[config.mk]
export PLATFORM = sky130hd
export DESIGN_NAME = spi_temp_reader
export DESIGN_NICKNAME = d
export VERILOG_FILES = /design/src/rtl/spi_temp_pkg.sv /design/src/rtl/sclk_divider.sv /design/src/rtl/spi_temp_reader.sv
export SDC_FILE = /design/constraint.sdc
export NUM_CORES = 1
export LEC_CHECK = 0
export CAP_MARGIN = 20
export CELL_PAD_IN_SITES_DETAIL_PLACEMENT = 0
export CELL_PAD_IN_SITES_GLOBAL_PLACEMENT = 1
export CORE_MARGIN = 2
export CORE_UTILIZATION = 46
export DETAILED_ROUTE_END_ITERATION = 12
export PLACE_DENSITY_LB_ADDON = 0.1
export SKIP_CTS_REPAIR_TIMING = 1
export SLEW_MARGIN = 15
export SYNTH_ARGS = -nofsm -noshare
export SYNTH_HDL_FRONTEND = slang
export SYNTH_SLANG_ARGS = --single-unit
[constraint.sdc]
create_clock -name clk_in -period 2.6 [get_ports clk_in]
set_clock_uncertainty 0.1 [all_clocks]
set_input_delay 0.52 -clock clk_in [delete_from_list [all_inputs] [get_ports clk_in]]
set_output_delay 0.52 -clock clk_in [all_outputs]
set_load 0.05 [all_outputs]
[src/rtl/spi_temp_pkg.sv]
// rtl/spi_temp_pkg.sv - shared state encoding and default parameters for spi_temp_reader
package spi_temp_pkg;

    localparam int DEF_CLK_DIV   = 9;
    localparam int DEF_DATA_BITS = 16;

    typedef enum logic [2:0] {
        IDLE,
        CS_SETUP,
        SHIFT,
        CS_HOLD,
        DONE
    } state_t;

endpackage

[src/rtl/sclk_divider.sv]
// rtl/sclk_divider.sv - SCLK half-period counter; level held low whenever disabled
module sclk_divider
    import spi_temp_pkg::*;
#(
    parameter int CLK_DIV = DEF_CLK_DIV
) (
    input  logic clk_in,
    input  logic rst_n_in,
    input  logic en,
    output logic tick,
    output logic sclk
);

    logic [7:0] cnt;

    // tick marks the last clk_in cycle of the current half-period
    assign tick = en && (cnt == 8'(CLK_DIV - 1));

    always_ff @(posedge clk_in or negedge rst_n_in) begin
        if (!rst_n_in) begin
            cnt  <= 8'd0;
            sclk <= 1'b0;
        end else if (!en) begin
            cnt  <= 8'd0;
            sclk <= 1'b0;
        end else if (tick) begin
            cnt  <= 8'd0;
            sclk <= ~sclk;
        end else begin
            cnt  <= cnt + 8'd1;
        end
    end

endmodule

[src/rtl/spi_temp_reader.sv]
// rtl/spi_temp_reader.sv - SPI mode-0 temperature sensor reader; TEMP_OVERRUN_DET_EN adds sticky overrun_out
module spi_temp_reader
    import spi_temp_pkg::*;
#(
    parameter int CLK_DIV   = DEF_CLK_DIV,
    parameter int DATA_BITS = DEF_DATA_BITS
) (
    input  logic                 clk_in,
    input  logic                 rst_n_in,
    input  logic                 trig_in,
    input  logic                 spi_miso_in,
    output logic                 spi_sclk_out,
    output logic                 spi_cs_n_out,
    output logic [DATA_BITS-1:0] temp_out,
    output logic                 temp_valid_out,
`ifdef TEMP_OVERRUN_DET_EN
    output logic                 overrun_out,
`endif
    output logic                 busy_out
);

    state_t               state;
    state_t               state_nxt;
    logic                 trig_q;
    logic                 req;
    logic [1:0]           miso_sync;
    logic [7:0]           cnt;
    logic [5:0]           bit_cnt;
    logic [DATA_BITS-1:0] shreg;
    logic                 tick;
    logic                 sclk;
    logic                 div_en;
    logic                 cnt_done;
    logic                 last_bit;

    assign req          = (trig_in != trig_q);
    assign div_en       = (state == SHIFT);
    assign cnt_done     = (cnt == 8'(CLK_DIV - 1));
    assign last_bit     = (bit_cnt == 6'(DATA_BITS - 1));
    assign spi_sclk_out = sclk;

    sclk_divider #(
        .CLK_DIV(CLK_DIV)
    ) u_sclk_divider (
        .clk_in  (clk_in),
        .rst_n_in(rst_n_in),
        .en      (div_en),
        .tick    (tick),
        .sclk    (sclk)
    );

    always_ff @(posedge clk_in or negedge rst_n_in) begin
        if (!rst_n_in) begin
            state <= IDLE;
        end else begin
            state <= state_nxt;
        end
    end

    always_comb begin
        state_nxt = state;
        case (state)
            IDLE:     if (req) state_nxt = CS_SETUP;
            CS_SETUP: if (cnt_done) state_nxt = SHIFT;
            // a bit period ends on the falling tick of its high phase
            SHIFT:    if (tick && sclk && last_bit) state_nxt = CS_HOLD;
            CS_HOLD:  if (cnt_done) state_nxt = DONE;
            DONE:     state_nxt = IDLE;
            default:  state_nxt = IDLE;
        endcase
    end

    always_ff @(posedge clk_in or negedge rst_n_in) begin
        if (!rst_n_in) begin
            trig_q         <= 1'b0;
            miso_sync      <= 2'b00;
            cnt            <= 8'd0;
            bit_cnt        <= 6'd0;
            shreg          <= '0;
            temp_out       <= '0;
            temp_valid_out <= 1'b0;
            busy_out       <= 1'b0;
            spi_cs_n_out   <= 1'b1;
        end else begin
            trig_q    <= trig_in;
            miso_sync <= {miso_sync[0], spi_miso_in};

            if ((state_nxt == state) && ((state == CS_SETUP) || (state == CS_HOLD))) begin
                cnt <= cnt + 8'd1;
            end else begin
                cnt <= 8'd0;
            end

            if (state != SHIFT) begin
                bit_cnt <= 6'd0;
            end else if (tick && sclk) begin
                bit_cnt <= bit_cnt + 6'd1;
            end

            // sample on the tick that raises SCLK
            if (div_en && tick && !sclk) begin
                shreg <= {shreg[DATA_BITS-2:0], miso_sync[1]};
            end

            // outputs follow the state being entered so CS and busy change on the transition edge
            spi_cs_n_out <= !((state_nxt == CS_SETUP) || (state_nxt == SHIFT) || (state_nxt == CS_HOLD));
            busy_out     <= (state_nxt != IDLE);

            temp_valid_out <= (state == DONE);
            if (state == DONE) begin
                temp_out <= shreg;
            end
        end
    end

`ifdef TEMP_OVERRUN_DET_EN
    always_ff @(posedge clk_in or negedge rst_n_in) begin
        if (!rst_n_in) begin
            overrun_out <= 1'b0;
        end else if (req && (state != IDLE)) begin
            overrun_out <= 1'b1;
        end
    end
`endif

endmodule
==> results.sh, run 1 <==
export IMPL_status="complete, but fails checks"
export IMPL_violations="negative hold slack"
export IMPL_dieArea_um2=6390
export IMPL_worst_slack_ns=0.2699
export IMPL_fin_nets=240
export IMPL_overflow=0
export IMPL_core_region_area_um2=5540
export IMPL_diodes=0
export IMPL_final_max_slew_violation_count=0
export IMPL_cts_tree="yes"
export IMPL_clkPwrFrac=0.449
export IMPL_antenna_left=0
export IMPL_finish_instance_area_um2=3144
export IMPL_r2r_setup_slack_ns=0.45
export IMPL_r2r_end="shreg[3]"
export IMPL_grt_first_pass_wirelength_um=7734
export IMPL_cp_required_ns=1.98
export IMPL_powerDensity_nw_per_um2=594.1
export IMPL_clock_path_buffers=2
export IMPL_syn_instance_count=199
export IMPL_fp_row_count=27
export IMPL_vias_per_cell=5.172
export IMPL_wl_met3_um=120
export IMPL_hold_violations=5
export IMPL_crit_family="buffers and inverters"
export IMPL_crit_path_start_kind="flop"
export IMPL_fin_crit_sh=0.8962
export IMPL_syn_num_nets=208
export IMPL_path_cells="clkdlybuf4s50_1"
export IMPL_slowest_stage="clkdlybuf4s50_1"
export IMPL_p_comb_frac=0.015
export IMPL_met1_length_um=1972
export IMPL_antenna_found_initial=0
export IMPL_crit_start="u_sclk_divider.sclk"
export IMPL_ys_seq_area_frac=0.6042
export IMPL_irDropWorstVdd_uv=383.9
export IMPL_tightest_slew_ns=0.7345
export IMPL_yosys_warnings=0
export IMPL_drc=0
export IMPL_fin_crit_ns=2.330
export IMPL_max_freq_mhz=429.2
export IMPL_drive_gt1_frac=0.2331
export IMPL_post_place_ws_ns=0.4888
export IMPL_p_int_mw=1.474
export IMPL_port_buffers=23
export IMPL_holdCritPathClass="in -> async"
export IMPL_grt_pass1_vias=1688
export IMPL_die_w_um=79.94
export IMPL_gp_congestion=0.8495
export IMPL_io_pins=24
export IMPL_start_util=0.4788
export IMPL_dr_pass1_iters=4
export IMPL_r2r_worst_path_cells=5
export IMPL_rsz0062_at_grt="false"
export IMPL_die_y_um=79.94
export IMPL_avgSynthCellArea_um2=13.33
export IMPL_cts_sinks=64
export IMPL_num_vias=1593
export IMPL_cpPeakStageDelay_ns=0.86
export IMPL_syn_area_um2=2653
export IMPL_setup_worst_path_end="spi_sclk_out"
export IMPL_synth_cell_types=33
export IMPL_final_common_cell="dfrtp_1"
export IMPL_whs_ns=-0.002610
export IMPL_insertion_delay_ns=0.33
export IMPL_crit_cells=1
export IMPL_synth_edf_count=0
export IMPL_clk_pin_slew_ns=0.07
export IMPL_p_seq_frac=0.536
export IMPL_wl_met2_um=2245
export IMPL_grt_usage=0.1623
export IMPL_swShare=0.2110
export IMPL_maxSlewHeadroom=0.5103
export IMPL_num_fill_cells=467
export IMPL_grt_max_degree=25
export IMPL_final_cell_mix="dfrtp_1, nor2_1, mux2_2, clkdlybuf4s50_1, nand3_1"
export IMPL_cts_root_buf="clkbuf_8"
export IMPL_reg2reg_from="u_sclk_divider.cnt[5]"
export IMPL_h_tree_depth=3
export IMPL_dpl_hpwl_um=3026
export IMPL_worst_path_buf_inv=1
export IMPL_path_max_fanout=7
export IMPL_wire_per_inst_um=14.54
export IMPL_finalCoreUtilization=0.5675
export IMPL_synthFlopType="dfrtp_1"
export IMPL_place_area_um2=2947
export IMPL_max_cap_violations=0
export IMPL_fin_setup_tns_ns=0
export IMPL_endpoint_kind="primary output"
export IMPL_drtIter0Drc=37
export IMPL_p_leak_nw=1.482
export IMPL_top_layer="met4"
export IMPL_route_final_wire_length_um=4478
export IMPL_cts_buffers=9
export IMPL_setup_violations=0
export IMPL_ys_ff_latch=64
export IMPL_path_class="reg -> out"
export IMPL_arrival_ns=1.71
export IMPL_ys_async_sr_fraction=1.000
export IMPL_syn2layout_area_growth_pct=18.54
export IMPL_power_switching_uw=394.2
## how the worst min path moves through the flow
stage	end	slack (ns)	depth (start not counted)
detailed placement	miso_sync[1]	0.24	0
global route	cnt[5]	0.02	1
floorplan	bit_cnt[0]	0.12	0
global placement	miso_sync[1]	0.24	0
CTS	bit_cnt[2]	0.005	1
finish	u_sclk_divider.cnt[7]	-0.003	1
## flip-flops by register name, indices dropped and copies added, names as in the netlist
signal               flops
state                    3
spi_cs_n_out             1
u_sclk_divider.sclk      1
shreg                   16
temp_out                16
bit_cnt                  6
cnt                      8
temp_valid_out           1
busy_out                 1
miso_sync                2
trig_q                   1
u_sclk_divider.cnt       8
## metal layers
metal  global-route usage  up-vias
met2               0.2608       35
li1                     -      749
met4               0.1153        0
met1               0.1927      799
met3              0.03394       10
met5                    0        -
## logic make-up (layout without fill, tap and decap cells)
kind of cell	Yosys count	count (layout)	share of synthesized area
adders and majority gates	5	5	0.02358
xor gates and xnor gates	18	18	0.05943
and+or+nand+nor	61	61	0.1222
muxes	33	33	0.1524
AOI/OAI and AO/OA	5	5	0.01038
buffers and inverters	13	50	0.02783
DFF	64	64	0.6042
## power groups by stage
stage               logic [mW]  registers (mW)  clock network, mW
finish                  0.0282            1.00              0.839
floorplan              0.00293            1.02                  0
detailed placement      0.0299            1.02                  0
global route            0.0331            1.00              0.901
global placement        0.0287            1.02                  0
CTS                     0.0302            1.00              0.866
## final cells by class
class	count	area, um^2	share of cell area
Clock buffer	11	141.4	0.04497
Timing Repair Buffer	26	247.7	0.07879
Multi-Input combinational cell	122	975.9	0.3104
Tap cell	72	90.09	0.02865
Clock inverter	5	56.30	0.01791
Inverter	8	30.03	0.009550
Sequential cell	64	1603	0.5097
## synth_stat cells (all sizes together) (2+ instances only)
| cell | instances | share of area |
|---|---|---|
| or3 | 2 | 0.0047 |
| and3 | 4 | 0.0094 |
| nor2 | 23 | 0.033 |
| inv | 8 | 0.011 |
| clkbuf | 2 | 0.0028 |
| mux2 | 32 | 0.15 |
| or4 | 2 | 0.0057 |
| xnor2 | 4 | 0.013 |
| buf | 3 | 0.014 |
| nand3 | 16 | 0.030 |
| xor2 | 14 | 0.046 |
| nand2 | 2 | 0.0028 |
| o21ai | 2 | 0.0038 |
| nor3 | 3 | 0.0099 |
| ha | 5 | 0.024 |
| a21oi | 2 | 0.0038 |
| dfrtp | 63 | 0.59 |
| and4 | 2 | 0.0066 |
## per-stage QoR
step                      power (mW)  cells
after detailed placement       1.050    292
final                          1.868    308
after global placement         1.049    292
after CTS                      1.898    308
after floorplan                1.023    199
after global routing           1.935    308
No activity file was read; power rests on OpenSTA's default activity.
==> run 2, diff against run 1 <==
--- a/config.mk
+++ b/config.mk
@@ -5,7 +5,7 @@
 export SDC_FILE = /design/constraint.sdc
 export NUM_CORES = 1
 export LEC_CHECK = 0
-export CAP_MARGIN = 20
+export CAP_MARGIN = 10
 export CELL_PAD_IN_SITES_DETAIL_PLACEMENT = 0
 export CELL_PAD_IN_SITES_GLOBAL_PLACEMENT = 1
 export CORE_MARGIN = 2
==> results of run 2 <==
Final layout, timing and power as in run 1 (identical DEF).
